File: src/rtl/ex_muldiv_pkg.sv
// Shared definitions for the EX-stage RV32M multiply/divide unit:
// operand width, M-extension funct3 codes, FSM state encoding and
// operand-signedness decode helpers.
package ex_muldiv_pkg;

  localparam int XLEN  = 32;
  localparam int ACC_W = 2 * XLEN;

  localparam logic [2:0] F3_MUL    = 3'b000;
  localparam logic [2:0] F3_MULH   = 3'b001;
  localparam logic [2:0] F3_MULHSU = 3'b010;
  localparam logic [2:0] F3_MULHU  = 3'b011;
  localparam logic [2:0] F3_DIV    = 3'b100;
  localparam logic [2:0] F3_DIVU   = 3'b101;
  localparam logic [2:0] F3_REM    = 3'b110;
  localparam logic [2:0] F3_REMU   = 3'b111;

  typedef enum logic [1:0] {
    ST_IDLE = 2'd0,
    ST_CALC = 2'd1,
    ST_DONE = 2'd2
  } state_e;

  // rs1 is signed for everything except the fully unsigned forms
  function automatic logic op1_is_signed(input logic [2:0] f3);
    return !((f3 == F3_MULHU) || (f3 == F3_DIVU) || (f3 == F3_REMU));
  endfunction

  // rs2 is signed only for the fully signed forms (MULHSU treats it unsigned)
  function automatic logic op2_is_signed(input logic [2:0] f3);
    return (f3 == F3_MUL) || (f3 == F3_MULH) || (f3 == F3_DIV) || (f3 == F3_REM);
  endfunction

endpackage

File: src/rtl/ex_muldiv.sv
// Iterative RV32M multiply/divide unit. Works on operand magnitudes for
// 32 cycles (shift-add multiply or restoring divide), applies the result
// sign on the final iteration and presents a single writeback beat.
// Division by zero and signed overflow bypass the iteration entirely.
module ex_muldiv
  import ex_muldiv_pkg::*;
(
  input  logic            sys_clk,
  input  logic            sys_rst,
  input  logic            start,
  input  logic [2:0]      funct3,
  input  logic [XLEN-1:0] op1,
  input  logic [XLEN-1:0] op2,
  input  logic [4:0]      rd_addr,
  input  logic            rd_wen,
  input  logic            flush,
  output logic            stall_req,
  output logic            busy,
  output logic            wb_valid,
  output logic [XLEN-1:0] wb_data,
  output logic [4:0]      wb_rd_addr,
  output logic            wb_rd_wen
);

  state_e             state_q, state_d;
  logic [4:0]         count_q, count_d;
  logic [2:0]         f3_q, f3_d;
  logic [4:0]         rd_addr_q, rd_addr_d;
  logic               rd_wen_q, rd_wen_d;
  logic               neg_q, neg_d;
  logic [ACC_W-1:0]   acc_q, acc_d;
  logic [XLEN-1:0]    opb_q, opb_d;
  logic               wb_valid_q, wb_valid_d;
  logic [XLEN-1:0]    wb_data_q, wb_data_d;
  logic [4:0]         wb_rd_addr_q, wb_rd_addr_d;
  logic               wb_rd_wen_q, wb_rd_wen_d;

  logic               a_neg, b_neg, is_div, div_zero, div_ovf;
  logic [XLEN-1:0]    a_mag, b_mag;
  logic [XLEN:0]      mul_sum, div_diff;
  logic [ACC_W-1:0]   mul_next, div_next, acc_step, prod;
  logic [XLEN-1:0]    calc_result;

  function automatic logic [XLEN-1:0] neg_xlen(input logic n, input logic [XLEN-1:0] v);
    return n ? (~v + 1'b1) : v;
  endfunction

  function automatic logic [ACC_W-1:0] neg_acc(input logic n, input logic [ACC_W-1:0] v);
    return n ? (~v + 1'b1) : v;
  endfunction

  assign a_neg    = op1_is_signed(funct3) & op1[XLEN-1];
  assign b_neg    = op2_is_signed(funct3) & op2[XLEN-1];
  assign a_mag    = neg_xlen(a_neg, op1);
  assign b_mag    = neg_xlen(b_neg, op2);
  assign is_div   = funct3[2];
  assign div_zero = is_div & (op2 == '0);
  assign div_ovf  = is_div & ~funct3[0] & (op1 == {1'b1, {(XLEN-1){1'b0}}}) & (op2 == '1);

  // One iteration of multiply/divide plus final signed result selection
  always_comb begin
    // Multiply: add multiplicand into the high half when the current
    // multiplier bit (acc LSB) is set, then shift the whole pair right.
    mul_sum  = {1'b0, acc_q[ACC_W-1:XLEN]} + (acc_q[0] ? {1'b0, opb_q} : '0);
    mul_next = {mul_sum, acc_q[XLEN-1:1]};
    // Divide: shift remainder:quotient left, trial-subtract the divisor;
    // the borrow bit decides whether to keep the difference.
    div_diff = acc_q[ACC_W-1:XLEN-1] - {1'b0, opb_q};
    div_next = div_diff[XLEN] ? {acc_q[ACC_W-2:0], 1'b0}
                              : {div_diff[XLEN-1:0], acc_q[XLEN-2:0], 1'b1};
    acc_step = f3_q[2] ? div_next : mul_next;
    prod     = neg_acc(neg_q, mul_next);
    case (f3_q)
      F3_MUL:                        calc_result = prod[XLEN-1:0];
      F3_MULH, F3_MULHSU, F3_MULHU:  calc_result = prod[ACC_W-1:XLEN];
      F3_DIV, F3_DIVU:               calc_result = neg_xlen(neg_q, div_next[XLEN-1:0]);
      default:                       calc_result = neg_xlen(neg_q, div_next[ACC_W-1:XLEN]);
    endcase
  end

  // Next-state and writeback decision for the IDLE/CALC/DONE sequence
  always_comb begin
    state_d      = state_q;
    count_d      = count_q;
    f3_d         = f3_q;
    rd_addr_d    = rd_addr_q;
    rd_wen_d     = rd_wen_q;
    neg_d        = neg_q;
    acc_d        = acc_q;
    opb_d        = opb_q;
    wb_valid_d   = 1'b0;
    wb_data_d    = wb_data_q;
    wb_rd_addr_d = wb_rd_addr_q;
    wb_rd_wen_d  = 1'b0;
    case (state_q)
      ST_IDLE: begin
        if (start) begin
          f3_d      = funct3;
          rd_addr_d = rd_addr;
          rd_wen_d  = rd_wen;
          opb_d     = b_mag;
          acc_d     = {{XLEN{1'b0}}, a_mag};
          count_d   = '0;
          // Remainder takes the dividend sign; quotient/product the XOR
          neg_d     = (is_div & funct3[1]) ? a_neg : (a_neg ^ b_neg);
          if (div_zero || div_ovf) begin
            state_d      = ST_DONE;
            wb_valid_d   = 1'b1;
            wb_rd_addr_d = rd_addr;
            wb_rd_wen_d  = rd_wen;
            if (div_zero) wb_data_d = funct3[1] ? op1 : '1;
            else          wb_data_d = funct3[1] ? '0 : {1'b1, {(XLEN-1){1'b0}}};
          end else begin
            state_d = ST_CALC;
          end
        end
      end
      ST_CALC: begin
        acc_d   = acc_step;
        count_d = count_q + 5'd1;
        if (count_q == 5'd31) begin
          state_d      = ST_DONE;
          count_d      = '0;
          wb_valid_d   = 1'b1;
          wb_data_d    = calc_result;
          wb_rd_addr_d = rd_addr_q;
          wb_rd_wen_d  = rd_wen_q;
        end
      end
      default: state_d = ST_IDLE;
    endcase
    // A flush cancels whatever is in progress and wins over a new start
    if (flush) begin
      state_d      = ST_IDLE;
      count_d      = '0;
      wb_valid_d   = 1'b0;
      wb_rd_wen_d  = 1'b0;
      wb_data_d    = wb_data_q;
      wb_rd_addr_d = wb_rd_addr_q;
    end
  end

  // State and datapath registers, all cleared by reset
  always_ff @(posedge sys_clk) begin
    if (sys_rst) begin
      state_q      <= ST_IDLE;
      count_q      <= '0;
      f3_q         <= '0;
      rd_addr_q    <= '0;
      rd_wen_q     <= 1'b0;
      neg_q        <= 1'b0;
      acc_q        <= '0;
      opb_q        <= '0;
      wb_valid_q   <= 1'b0;
      wb_data_q    <= '0;
      wb_rd_addr_q <= '0;
      wb_rd_wen_q  <= 1'b0;
    end else begin
      state_q      <= state_d;
      count_q      <= count_d;
      f3_q         <= f3_d;
      rd_addr_q    <= rd_addr_d;
      rd_wen_q     <= rd_wen_d;
      neg_q        <= neg_d;
      acc_q        <= acc_d;
      opb_q        <= opb_d;
      wb_valid_q   <= wb_valid_d;
      wb_data_q    <= wb_data_d;
      wb_rd_addr_q <= wb_rd_addr_d;
      wb_rd_wen_q  <= wb_rd_wen_d;
    end
  end

  assign stall_req  = ~sys_rst & (((state_q == ST_IDLE) & start & ~flush) | (state_q == ST_CALC));
  assign busy       = (state_q != ST_IDLE);
  assign wb_valid   = wb_valid_q;
  assign wb_data    = wb_data_q;
  assign wb_rd_addr = wb_rd_addr_q;
  assign wb_rd_wen  = wb_rd_wen_q;

endmodule
File: config.mk
export PLATFORM = sky130hd
export DESIGN_NAME = ex_muldiv
export DESIGN_NICKNAME = d
export VERILOG_FILES = /design/src/rtl/ex_muldiv_pkg.sv /design/src/rtl/ex_muldiv.sv
export SDC_FILE = /design/constraint.sdc
export NUM_CORES = 1
export LEC_CHECK = 0
export CAP_MARGIN = 10
export CORE_ASPECT_RATIO = 0.6
export CORE_UTILIZATION = 25
export CTS_CLUSTER_SIZE = 12
export DETAILED_ROUTE_END_ITERATION = 10
export MAX_ROUTING_LAYER = met4
export PLACE_DENSITY = 0.45
export REMOVE_ABC_BUFFERS = 1
export SYNTH_ARGS = -nofsm -noshare
export SYNTH_HDL_FRONTEND = slang
export SYNTH_SLANG_ARGS = --single-unit
File: constraint.sdc
create_clock -name sys_clk -period 7.7 [get_ports sys_clk]
set_input_delay 0.77 -clock sys_clk [delete_from_list [all_inputs] [get_ports sys_clk]]
set_output_delay 0.77 -clock sys_clk [all_outputs]
set_load 0.02 [all_outputs]
==> run metrics <==
worst-margin pin slew=1.105 ns; share of layout cells above drive strength 1=5.493%; Initial Util=about a quarter; main flop type after synthesis=dfxtp_1; layout net count=2523; Synth Area in Compound Gates=between 30 and 40%; WP data arrival=6.96 ns; CP startpoint kind=register; status=complete, no violations; vias per cell=5.614; TritonCTS Buffers=17; drt first pass iters=6; H-tree depth=4; IR drop worst, VDD=0.0001193 V; Reg area=3048 µm²; crit path capture=wb_data[30]; post-CTS setup buffers=0; maximum clock frequency=152.4 MHz; synth warn=0; CTS tree=done; 1st-iter DRT viols=1838; initial antenna violation count=1; CTS Hold Bufs=0; R2R depth=21; PwrDens=between 100 and 150 nW/µm²; drt total wl=74.80 mm; RSZ-0062 raised after global routing=no; largest net degree at the start of global routing=79; max_cap viols=0; WL/cell=22.85 µm; hold_sp=opb_q[31]; Area Overhead vs Synth=15.09%; die width=334.8 µm; largest family of logic cells by synthesized area=compound AO/OA/AOI/OAI gates; CTS sink cnt=about 150; Setup CP Type=register to register; Post-Syn Area=16610 µm²; via count=approximately 18000; FF-to-FF setup slack=1.14 ns; Leak=~6.7 nW; Worst Setup SP=acc_q[31]; row count=between 70 and 80; GRT Residual Overflow=0; simple-gate share of the synthesized area=24.23%; GR Util All Layers=between 20% and 30%; PostCTS Resize Cnt=0; core area=65040 µm²; Synth cell types=91; placer congestion estimate=between 0.9 and 1; Post-Syn Instances=between 2000 and 2500; reg2reg start=acc_q[31]; DP HPWL=58.14 mm; Synth async-reset ratio=0%; Core Util, Final=29.40%; multi-input logic area=12640 µm²; Synth Area in XOR/XNOR=10.27%; Hold Vio Cnt, Final=0; Detail Route Antenna Nets=0; post-synthesis adder-cell area fraction=5.663%; root buffer cell=clkbuf_16; Top-Level Pins=118; CP Capture Type=register; Avg Cell Area, Syn=about 7.0 µm²; Fill cells=7146; Worst-path clk slew=approximately 0.070 ns; Fin Clk Skew=0.01665 ns; setup violators final=0; HP Class=register to register; FF+latch count, synth=152; number of global-route vias before repair=17270; RR Endpoint=wb_data[30]; post-synthesis mux area share=around 4.6%; # DRC=0; chip height=just over 200 µm; Final Max Tran Viols=0; Max Fanout on Critical Path=7; Sum Neg Setup Slack=0 ns; first-pass GRT wire length=between 100 and 150 mm; Post-synth EDFFs=0; Max transition margin=25.85%; Die Area=slightly below 70000 µm²; sequential area share after synthesis=about 18%; Final Cycle Share=85.22%; CTS max path bufs=2; crit path time final=6.562 ns; Hold Path Depth=2; required time worst endpoint=just over 8 ns; clock network latency to the later pin of the worst-skew pair=approximately 0.48 ns; quantity of I/O buffers inserted on ports=117
==> Yosys cell counts (26+ instances only) <==
cell      number  area share, %
a211oi_1     109            4.9
a21oi_1      189            5.7
a311oi_1      30            1.6
a31oi_1       34            1.3
clkbuf_1     159            3.6
dfxtp_1      152             18
ha_1          72            5.4
inv_1         60            1.4
mux2i_1       68            4.1
nand2_1      236            5.3
nand3_1       55            1.7
nand4_1       30            1.1
nor2_1       285            6.4
nor3_1        60            1.8
nor4_1        26           0.98
o211ai_1      26            1.2
o21ai_0      171            5.2
o31ai_1       30            1.4
or3_1         32            1.2
xnor2_1      119            6.3
xor2_1        74            3.9
==> per-layer routing <==
layer / up-vias / GRT usage, % / share of wire, %
li1: 8748 / - / -
met1: 8951 / 34.66 / 52
met2: 633 / 29.52 / 39
met3: 49 / 3.951 / 7.3
met4: 0 / 3.865 / 1.3
met5: - / - / 0
==> state kept, by name, indices dropped and copies added (netlist names) <==
name and flops:
neg_q 1, wb_rd_addr 5, wb_data 32, opb_q 32, state_q 2, count_q 5, rd_wen_q 1, acc_q 64
wb_valid 1, wb_rd_wen 1, rd_addr_q 5, f3_q 3
==> critical path: stages (launching register included) <==
cell	delay, ns
dfxtp_1	0.43
inv_1	0.14
ha_1	0.18
inv_1	0.05
fa_1	0.43
a211oi_1	0.35
o211ai_1	0.27
a41o_1	0.32
o211a_1	0.29
o21a_1	0.26
nor2_4	0.27
mux2i_1	0.35
ha_1	0.27
nand2_1	0.06
or3_1	0.42
nor4_1	0.81
a31o_2	0.30
nand4_1	0.32
o31ai_1	0.38
xnor2_1	0.10
or3_1	0.32
a31oi_1	0.16
==> logic make-up after synthesis <==
| logic type | count (synthesis) |
|---|---|
| AO/OA/AOI/OAI | 785 |
| XOR/XNOR | 194 |
| adder cells (fa/ha/maj) | 74 |
| buffers and inverters | 255 |
| flip-flops | 152 |
| multiplexers | 75 |
| AND/OR/NAND/NOR | 850 |
==> report_power, final <==
part | total [mW] | switching [mW] | internal [mW]
Combinational | 0.917 | 0.594 | 0.322
Clock | 0.921 | 0.423 | 0.497
Sequential | 0.880 | 0.0591 | 0.821
Total | 2.72 | 1.08 | 1.64
==> final cells by class <==
cell class	count	area share, %
inverters	64	1.256
clock buffers	19	2.369
diodes	1	0.01309
well taps	888	5.810
clock inverters	13	0.7656
multi-input cells	1978	66.09
flip-flops and latches	152	15.94
repair buffers	159	7.760
==> worst min path at each step <==
stage | endpoint | slack (ns)
3_5_place_dp | rd_addr_q[0] | 0.45
6_report | opb_q[31] | 0.46
3_3_place_gp | rd_addr_q[3] | 0.44
5_1_grt | opb_q[31] | 0.48
2_1_floorplan | opb_q[20] | 0.43
4_1_cts | rd_addr_q[0] | 0.46
==> stage by stage <==
step                      std cells  area (µm²)  hold WS [ns]  worst slack [ns]  power, mW
after floorplan                2194       15870        0.4258            0.8036      1.451
after global placement         3240       18510        0.4418            0.9462      1.790
after detailed placement       3241       18520        0.4494             1.490      1.790
after CTS                      3273       19120        0.4619             1.465      2.720
after global routing           3274       19120        0.4801             1.011      2.850
final                          3274       19120        0.4614             1.138      2.717
==> cell usage in the layout (no fill, tap or decap), drive strengths merged, types with 17 or more instances in the layout <==
master and count:
nor4 29, nor2 287, a311oi 30, a31oi 34
and2 23, a21o 24, o31ai 30, nand2 236
nand2b 20, buf 43, o211ai 26, xor2 74
inv 63, nand3 55, o21ai 182, nand4 30
a211oi 111, mux2i 68, dfxtp 152, a21oi 189
o21a 17, nor3 61, ha 72, clkdlybuf4s50 116
xnor2 120, clkbuf 19, or3 32
Note: power is estimated with default switching activity, not from simulation.
